===== config.mk =====
export PLATFORM = sky130hd
export DESIGN_NAME = serializador_x
export DESIGN_NICKNAME = d
export VERILOG_FILES = /design/src/rtl/serializador_pkg.sv /design/src/rtl/serializador_x_contador_bits.sv /design/src/rtl/serializador_x.sv
export SDC_FILE = /design/constraint.sdc
export NUM_CORES = 1
export LEC_CHECK = 0
export BUFFER_PORTS_ARGS = -buffer_cell sky130_fd_sc_hd__buf_4
export CAP_MARGIN = 20
export CORE_MARGIN = 1.5
export CORE_UTILIZATION = 52
export DETAILED_ROUTE_END_ITERATION = 8
export GPL_ROUTABILITY_DRIVEN = 0
export HOLD_SLACK_MARGIN = 0.08
export PLACE_DENSITY = 0.75
export SLEW_MARGIN = 20
export SYNTH_ARGS = -nofsm -noshare
export SYNTH_HDL_FRONTEND = slang
export SYNTH_HIERARCHICAL = 1
export SYNTH_SLANG_ARGS = --single-unit

===== constraint.sdc =====
create_clock -name clk -period 1.9 [get_ports clk]
set_input_delay 0.19 -clock clk [delete_from_list [all_inputs] [get_ports clk]]
set_output_delay 0.19 -clock clk [all_outputs]
set_load 0.02 [all_outputs]

===== src/rtl/serializador_pkg.sv =====
// serializador_pkg
//   Shared types and default constants for the serializer slice.
//   state_t        : serializer FSM states (IDLE, SHIFT, GAP)
//   WIDTH_DEF      : default parallel word width
//   GAP_CYCLES_DEF : default number of idle-level cycles after each word
//   IDLE_LEVEL_DEF : default line level when no data bit is presented
package serializador_pkg;

  typedef enum logic [1:0] {
    IDLE  = 2'd0,
    SHIFT = 2'd1,
    GAP   = 2'd2
  } state_t;

  localparam int unsigned WIDTH_DEF      = 8;
  localparam int unsigned GAP_CYCLES_DEF = 1;
  localparam logic        IDLE_LEVEL_DEF = 1'b1;

endpackage


===== src/rtl/serializador_x_contador_bits.sv =====
// contador_bits
//   Parameterized up-counter with synchronous clear and terminal-count flag.
//   Counts 0..MAX-1 while en=1, wrapping to 0 after MAX-1.
//   clk   : system clock
//   rst_n : asynchronous active-low reset (count -> 0)
//   clr   : synchronous clear, has priority over en
//   en    : count enable
//   count : current count
//   tc    : high while count == MAX-1
module contador_bits
  import serializador_pkg::*;
#(
  parameter int unsigned MAX = 8,
  parameter int unsigned CW  = (MAX > 1) ? $clog2(MAX) : 1
) (
  input  logic          clk,
  input  logic          rst_n,
  input  logic          clr,
  input  logic          en,
  output logic [CW-1:0] count,
  output logic          tc
);

  assign tc = (count == CW'(MAX - 1));

  always_ff @(posedge clk or negedge rst_n) begin
    if (!rst_n) begin
      count <= '0;
    end else if (clr) begin
      count <= '0;
    end else if (en) begin
      if (tc) count <= '0;
      else    count <= count + 1'b1;
    end
  end

endmodule


===== src/rtl/serializador_x.sv =====
// serializador_x
//   Parallel-to-serial converter feeding a downstream sequence detector.
//   A word is accepted when valid_in & ready_out on a rising edge; its bits
//   then appear on X one per cycle, followed by GAP_CYCLES idle-level cycles.
//   clk       : system clock
//   rst_n     : asynchronous active-low reset
//   data_in   : parallel word (WIDTH bits)
//   valid_in  : data_in holds a valid word
//   msb_first : bit order, sampled at acceptance (1 = MSB first)
//   ready_out : block can accept a word this cycle
//   X         : serial bit stream (IDLE_LEVEL when no data bit is shown)
//   busy      : shifting or in the post-word gap
//   done      : one-cycle pulse while the last data bit is on X
module serializador_x
  import serializador_pkg::*;
#(
  parameter int unsigned WIDTH      = WIDTH_DEF,
  parameter int unsigned GAP_CYCLES = GAP_CYCLES_DEF,
  parameter logic        IDLE_LEVEL = IDLE_LEVEL_DEF
) (
  input  logic             clk,
  input  logic             rst_n,
  input  logic [WIDTH-1:0] data_in,
  input  logic             valid_in,
  input  logic             msb_first,
  output logic             ready_out,
  output logic             X,
  output logic             busy,
  output logic             done
);

  localparam int unsigned BCW     = $clog2(WIDTH);
  localparam int unsigned GAP_MAX = (GAP_CYCLES > 0) ? GAP_CYCLES : 1;
  localparam int unsigned GCW     = (GAP_MAX > 1) ? $clog2(GAP_MAX) : 1;

  state_t           state, state_nxt;
  logic [WIDTH-1:0] sreg;
  logic [WIDTH-1:0] load_word;
  logic [BCW-1:0]   bit_cnt;
  logic [GCW-1:0]   gap_cnt_unused;
  logic             bit_tc, gap_tc;
  logic             accept;

  assign accept = valid_in & ready_out;

  // The shift register always shifts out of its MSB; LSB-first words are
  // bit-reversed at load time so the datapath needs no order mux on X.
  always_comb begin
    load_word = '0;
    for (int unsigned i = 0; i < WIDTH; i++) begin
      load_word[i] = msb_first ? data_in[i] : data_in[WIDTH-1-i];
    end
  end

  always_ff @(posedge clk or negedge rst_n) begin
    if (!rst_n) begin
      sreg <= '0;
    end else if (accept) begin
      sreg <= load_word;
    end else if (state == SHIFT) begin
      sreg <= {sreg[WIDTH-2:0], 1'b0};
    end
  end

  contador_bits #(.MAX(WIDTH), .CW(BCW)) u_bit_cnt (
    .clk   (clk),
    .rst_n (rst_n),
    .clr   (accept),
    .en    (state == SHIFT),
    .count (bit_cnt),
    .tc    (bit_tc)
  );

  contador_bits #(.MAX(GAP_MAX), .CW(GCW)) u_gap_cnt (
    .clk   (clk),
    .rst_n (rst_n),
    .clr   (state != GAP),
    .en    (state == GAP),
    .count (gap_cnt_unused),
    .tc    (gap_tc)
  );

  // State register
  always_ff @(posedge clk or negedge rst_n) begin
    if (!rst_n) state <= IDLE;
    else        state <= state_nxt;
  end

  // Next-state logic
  always_comb begin
    state_nxt = state;
    unique case (state)
      IDLE:  if (accept) state_nxt = SHIFT;
      SHIFT: begin
        if (bit_tc) begin
          // accept is only possible here when GAP_CYCLES == 0
          if (accept)              state_nxt = SHIFT;
          else if (GAP_CYCLES > 0) state_nxt = GAP;
          else                     state_nxt = IDLE;
        end
      end
      GAP:     if (gap_tc) state_nxt = IDLE;
      default: state_nxt = IDLE;
    endcase
  end

  // Outputs, decoded from registered state only
  always_comb begin
    ready_out = (state == IDLE) ||
                ((GAP_CYCLES == 0) && (state == SHIFT) && bit_tc);
    busy      = (state == SHIFT) || (state == GAP);
    done      = (state == SHIFT) && (bit_cnt == BCW'(WIDTH - 1));
    X         = (state == SHIFT) ? sreg[WIDTH-1] : IDLE_LEVEL;
  end

endmodule


Yosys cells after proc, flatten, opt, wreduce, memory -nomap -nowiden
Index checks and enable logic that the tools add are counted.
{"block": "totals", "register_bits": 14, "inputBits": 12, "wordCells": 42}
{"block": "classes", "addsub": 2, "eq_ne": 7, "n_mux": 22, "bitwise": 1, "n_reduce_logical": 6}
{"op": "$mux 8", "n": 2}
{"op": "$mux 1", "n": 12}
{"op": "$mux 3", "n": 3}
{"op": "$mux 2", "n": 4}
{"op": "$ne 2x2->1 const B", "n": 3}
{"op": "$pmux 2 s3", "n": 1}
{"op": "$reduce_bool 2->1", "n": 2}
{"op": "$add 3x1->3 const B", "n": 1}
{"op": "$eq 3x3->1 const B", "n": 1}
{"op": "$reduce_and 3->1", "n": 1}
{"op": "$eq 2x1->1 const B", "n": 1}
{"op": "$eq 2x2->1 const B", "n": 1}
{"op": "$logic_not 2->1", "n": 1}
{"op": "$ne 2x1->1 const B", "n": 1}
{"op": "$add 1x1->1 const B", "n": 1}
{"op": "$and 1x1->1", "n": 1}
{"op": "$logic_and 1x1->1", "n": 1}
{"op": "$logic_or 1x1->1", "n": 1}

Depth between registers and ports, before layout
Gate-level depths: netlist (run 1).
{"block": "depth", "depth_word": 5, "depth_mapped": 6}

Cells and area by module
Netlist (run 1), hierarchy kept.
{"mod": "serializador_x", "instances": 1, "cells_each": 63, "area_each_um2": 629.4}
{"mod": "contador_bits (u_bit_cnt)", "instances": 1, "cells_each": 12, "area_each_um2": 151.4}
{"mod": "contador_bits (u_gap_cnt)", "instances": 1, "cells_each": 4, "area_each_um2": 22.5}

Least setup slack after synthesis (run 1)
Ideal clock, no wire load.
{"block": "synth_path", "path_type": "reg2reg", "start": "register state[0]", "end": "register state[0]", "setup_time_ns": 0.128, "t_arrival_ns": 1.423, "setup_slack_ns": 0.350, "path_stages_with_launch": 5, "period_less_slack_ns": 1.550, "cell_sequence": "dfrtp_1 > inv_1 > ha_1 > a222oi_1 > mux2_1"}
{"block": "synth_between", "elab_chain_cells": 5}
{"element": "start, declared", "line": "serializador_x.sv:36", "source": "state_t state, state_nxt;"}
{"element": "start signal, assigned", "line": "serializador_x.sv:86", "source": "else state <= state_nxt;"}
{"element": "$logic_not 2->1 (*)", "line": "serializador_x.sv:109", "source": "ready_out = (state == IDLE) ||"}
{"element": "named net ready_out", "line": "serializador_x.sv:26", "source": "output logic ready_out,"}
{"element": "$and 1x1->1", "line": "serializador_x.sv:44", "source": "assign accept = valid_in & ready_out;"}
{"element": "$mux 2", "line": "serializador_x.sv:97", "source": "if (accept) state_nxt = SHIFT;"}
{"element": "$mux 2", "line": "serializador_x.sv:95", "source": "if (bit_tc) begin"}
{"element": "$pmux 2 s3", "line": "serializador_x.sv:92", "source": "unique case (state)"}
Mark *: on every way through the listed nets, which the timed path passes. The rest lies on a longest branch. The select of a mux whose other input is x is not followed.
A chain may end at the register's enable or synchronous reset.

Worst setup path after layout (run 1)
{"block": "layout_path", "start": "register state[1]", "end": "output port done"}
{"block": "layout_between", "elab_chain_cells": 2}
{"element": "$eq 2x1->1", "line": "serializador_x.sv:112", "source": "done = (state == SHIFT) && (bit_cnt == BCW'(WIDTH - 1));"}
{"element": "$logic_and 1x1->1", "line": "serializador_x.sv:112"}
{"element": "end, declared", "line": "serializador_x.sv:29", "source": "output logic done"}
No other way between the ends.

==> summary.txt, run 1 <==
Worst Clk Skew: 0.00171 ns
commonest non-fill, non-tap cell in the layout: buf_4
drc violations: 0
status: finished clean
Layout Cells excl Fill: 110
TritonCTS clock tree: yes
gr usage total: 19.8%
area of the core: 0.00135 mm^2
Synth Cell Area: 788 um^2
Area Growth Syn to Fin: 21.3%
Die Ht: 41.9 um
Clock Pin Slew Worst Setup and Hold Paths: 0.08 ns
I/O pin cnt: 16
vias in the first global route: 580
clock root cell: clkbuf_4
# rows: 13
# clock sinks: 13
Post-DP HPWL: 1210 um
Max Cap Viol: 0
share of cells above drive strength 1: 24.2%
first-pass GRT wire length: 2580 um
Hold Startpoint: data_in[1]
worst hold endpoint: sreg[1]
WP data required: 1.71 ns
nets: 114
Max FO, Critical Path: 9
die footprint: 0.00176 mm^2
ANT nets after route: 0
diode count: 0
antenna violations before repair: 0
H-tree Lvls: 1
r2r startpoint: u_bit_cnt/count[0]
GR Overflow Total: 0
clock latency on the worst-skew pair: 0.27 ns
LEAKAGE: 0.000465 uW
RSZ-0062 raised after global routing: no
dpl cells: 105
Worst Setup Path Type: register to output port
yosys warns: 6
mean area per synthesized cell: 10.4 um^2
WL/cell: 13.8 um
Initial Utilization: 58.4%
r2r endpoint: state[0]
R2R setup slack: 0.25 ns
maximum vdd ir drop: 0.824 mV
Die W: 41.9 um
syn_nets: 94
critical path arrival: 1.52 ns
WL final: 1520 um
Total Neg Setup Slack: 0 ns
DR vias: 599
pwr dens: 1380 mW/mm^2
I/O Buffers: 15
Max Slew Vio Count: 0
Worst R2R Path Depth: 5
crit share post-route: 89.8%
Fin. Hold Viols: 0
largest net degree at the start of global routing: 16
Avg Vias per Cell: 5.45
1st-pass router iterations: 4
clock tree buffer depth: 2
fill count: 107
fin crit period: 1.71 ns
Hold/Removal Path Class: input pin to register
total CTS buffers: 3
DRT iter0 DRCs: 12
FMAX: 586 MHz
cell count after synthesis: 76
final setup violation count: 0
highest-count cells in the layout ignoring fill and taps: buf_4, dfrtp_1, mux2i_1
critical path launch point type: register
crit end category: output port
Hold Path Stages: 3
==> worst max-delay path: stages, from the launching register on <==
cell	delay [ns]
dfrtp_1	0.38
inv_1	0.12
ha_1	0.21
buf_4	0.19
and4_1	0.21
buf_4	0.14
==> where the power goes <==
part	switching (uW)	internal [uW]	leakage [uW]
Sequential	74.6	399	0.000157
Combinational	343	332	0.000293
Clock	87.6	81.2	0.0000150
Total	505	813	0.000465
==> registers in the layout, indices dropped and copies added (netlist names) <==
name / cells
u_bit_cnt/count: 3
sreg: 8
state: 2
==> layout make-up <==
cell class	count	area (um^2)	share of cell area, %
repair buffers	19	145	15.2
inverters	6	22.5	2.36
clock buffers	4	26.3	2.75
multi-input cells	53	418	43.7
flip-flops and latches	13	325	34.0
well taps	15	18.8	1.96
==> metal layers <==
layer / GRT usage, % / wire [um] / vias to the layer above
met5: 0 / 0 / -
met4: 7.74 / 10 / 0
met3: 3.91 / 72 / 2
met2: 32.5 / 743 / 18
met1: 25.3 / 692 / 270
li1: - / - / 309
==> per-stage QoR <==
stage | setup slack [ns] | utilization [%] | hold WS, ns | power (uW) | area, um^2
global route | 0.0804 | 70.8 | 0.209 | 1440 | 956
global placement | 0.328 | 68.1 | 0.0425 | 1120 | 920
CTS | 0.167 | 70.8 | 0.192 | 1330 | 956
finish | 0.193 | 70.8 | 0.201 | 1320 | 956
floorplan | 0.350 | - | -0.106 | 950 | 788
detailed placement | 0.242 | 68.1 | 0.0444 | 1160 | 920
==> worst max path at each step <==
| stage | startpoint | end | slack [ns] | cells after the start |
|---|---|---|---|---|
| 6_report | state[1] | done | 0.19 | 5 |
| 5_1_grt | state[1] | done | 0.08 | 5 |
| 4_1_cts | state[1] | done | 0.17 | 5 |
| 3_5_place_dp | u_bit_cnt/count[0] | state[0] | 0.24 | 5 |
| 3_3_place_gp | u_bit_cnt/count[0] | state[0] | 0.33 | 5 |
| 2_1_floorplan | state[0] | state[0] | 0.35 | 4 |
==> timing repair <==
action / 4_1_cts / 5_1_grt
resized for setup: 0 / 0
buffers inserted: 0 / 0
hold buffers: 1 / 0
endpoints found under the hold margin: 13 / 0
endpoints found under the setup margin: 0 / 0
Power figures use the tool's default switching activity.
==> run 2: changes to the inputs <==
Settings changed: ABC_AREA set to 1, CORE_UTILIZATION 52 to 53, PLACE_DENSITY 0.75 to 0.76.
==> run 2 against run 1 <==
Critical path depth is the same. Final cell count grew 31%. Global-route usage is essentially flat. Setup slack lost 0.075 ns. Die area grew 6.5%. Flip-flop and latch count is the same. Core utilization shrank 4.4 points. Sequential share of layout area shrank 1.5 points. Fmax shrank 4.2%. Total power shrank 1.6%. Largest power group unchanged.
==> summary.txt, run 2 <==
status: finished clean
gr usage total: 19.7% (-0.026 points)
r2r startpoint: state[1]
CP max-delay cell: dfrtp_1
Die W: 43.3 um (+3.2%)
die footprint: 0.00187 mm^2 (+6.5%)
Hold/Removal Path Class: input pin to register
max FFs per register: 8 (unchanged)
Final Util: 66.4% (-4.4 points)
# clock sinks: 13 (unchanged)
DR vias: 713 (+19%)
WP data required: 1.71 ns (about the same)
syn_nets: 129 (+37%)
H-tree Lvls: 1 (unchanged)
M3 GR Usage: 1.28% (-2.6 points)
critical path arrival: 1.59 ns (+0.07 ns)
r2r endpoint: sreg[7]
critical path's largest stage delay: 0.41 ns (+0.03 ns)
ANT nets after route: 0 (unchanged)
largest register by flop count: sreg
placed inst area: 962 um^2 (+4.6%)
hold_ws: 0.189 ns (-0.0118 ns)
fill count: 136 (+27%)
drc violations: 0 (unchanged)
DRT iter0 DRCs: 5 (-7)
WP buf/inv: 3 (unchanged)
post-CTS setup buffers: 0 (unchanged)
commonest non-fill, non-tap cell in the layout: nand2_1
I/O pin cnt: 16 (unchanged)
Storage cell area: 325 um^2 (unchanged)
clock latency on the worst-skew pair: 0.27 ns (about the same)
critical path launch point type: register
Max FO, Critical Path: 11 (+2)
highest-count cells in the layout ignoring fill and taps: nand2_1, buf_4, dfrtp_1
worst hold endpoint: sreg[0]
Post-DP HPWL: 1200 um (-0.93%)
Total Neg Setup Slack: 0 ns (unchanged)
GR Overflow Total: 0 (unchanged)
Clock Pin Slew Worst Setup and Hold Paths: 0.08 ns (about the same)
fin crit period: 1.78 ns (+0.0746 ns)
clock root cell: clkbuf_4
Max Slew Vio Count: 0 (unchanged)
Worst Clk Skew: 0.00953 ns (+0.00782 ns)
I/O Buffers: 15 (unchanged)
clock tree buffer depth: 2 (unchanged)
share of cells above drive strength 1: 27.3% (+3.1 points)
Synth Cell Area: 860 um^2 (+9.0%)
Initial Utilization: 57.1% (-1.3 points)
multi-input logic area: 460 um^2 (+10%)
top cell family by delay on the critical path: buffers and inverters
1st-pass router iterations: 3 (-1)
Worst Setup Path Type: register to output port
RSZ-0062 raised after global routing: no
pwr dens: 1300 mW/mm^2 (-6.1%)
final setup violation count: 0 (unchanged)
crit end category: output port
TritonCTS clock tree: yes
first-pass GRT wire length: 2790 um (+8.3%)
WL final: 1530 um (+0.53%)
Hold Path Stages: 3 (unchanged)
FMAX: 561 MHz (-4.2%)
maximum vdd ir drop: 0.674 mV (-18%)
crit share post-route: 93.8% (+3.9 points)
diode count: 0 (unchanged)
antenna violations before repair: 0 (unchanged)
area of the core: 0.00151 mm^2 (+12%)
largest net degree at the start of global routing: 14 (-2)
WL/cell: 10.6 um (-23%)
nets: 147 (+29%)
LEAKAGE: 0.000529 uW (+14%)
mean area per synthesized cell: 7.74 um^2 (-25%)
Worst R2R Path Depth: 6 (+1)
grt met2 use: 31.3% (-1.2 points)
Avg Vias per Cell: 4.95 (-9.1%)
# rows: 14 (+1)
Fin. Hold Viols: 0 (unchanged)
total CTS buffers: 3 (unchanged)
crit-path cells: inv_1 > ha_2 > inv_2 > or2_1 > buf_4
yosys warns: 6 (unchanged)
Max Cap Viol: 0 (unchanged)
Most Used Layer, Global Route: met2
vias in the first global route: 682 (+18%)
met1 Usage GRT: 27.2% (+1.9 points)
Top Registers: sreg x8, u_bit_cnt/count x3, state x2
R2R setup slack: 0.55 ns (+0.30 ns)
Die Ht: 43.3 um (+3.2%)
cell count after synthesis: 111 (+46%)
post-route cell area: 0.00100 mm^2 (+4.7%)
Hold Startpoint: data_in[7]
Area Growth Syn to Fin: 16.4%
[run 2: report_power, final]
part           switching (uW)  internal (uW)  leakage (uW)  total (uW)
clock network            86.9           81.2     0.0000150         168
logic                     390            254      0.000353         644
registers                82.9            402      0.000161         485
[run 2: tightest hold or removal path: cells and delay by family]
family | cells | cell delay [ns]
AOI/OAI and AO/OA | 2 | 0.15
buffers and inverters | 1 | 0.09
[run 2: how the worst max path moves through the flow]
| stage | start | endpoint | slack [ns] | cells past startpoint |
|---|---|---|---|---|
| finish | state[1] | X | 0.12 | 5 |
| global route | state[1] | X | 0.05 | 5 |
| CTS | state[1] | X | 0.05 | 5 |
| detailed placement | state[1] | X | 0.36 | 5 |
| global placement | state[1] | X | 0.41 | 5 |
| floorplan | state[1] | done | 0.46 | 5 |
[run 2: layout make-up]
class                      instances  area share [%]
timing repair buffer              16            12.3
tap                               16            2.00
sequential                        13            32.5
multi-input combinational         86            46.0
clock buffer                       4            2.63
inverter                           9            4.63
[run 2: what timing repair did]
| action | CTS | global route |
|---|---|---|
| gates resized for setup | 0 | 1 |
| setup endpoints to repair | 0 | 1 |
| hold buffers | 1 | 0 |
| endpoints found under the hold margin | 13 | 0 |
[run 2: metal layers]
| metal | vias up | share of wire (%) |
|---|---|---|
| met3 | 2 | 2.8 |
| met4 | 0 | 1.5 |
| met5 | - | 0 |
| met2 | 13 | 47 |
| li1 | 384 | - |
| met1 | 314 | 49 |
[run 2: through the flow]
stage,worst slack (ns),power [uW],instances
2_1_floorplan,0.458,982,111
3_3_place_gp,0.412,1100,139
3_5_place_dp,0.360,1120,139
4_1_cts,0.0525,1300,144
5_1_grt,0.0490,1410,144
6_report,0.119,1300,144
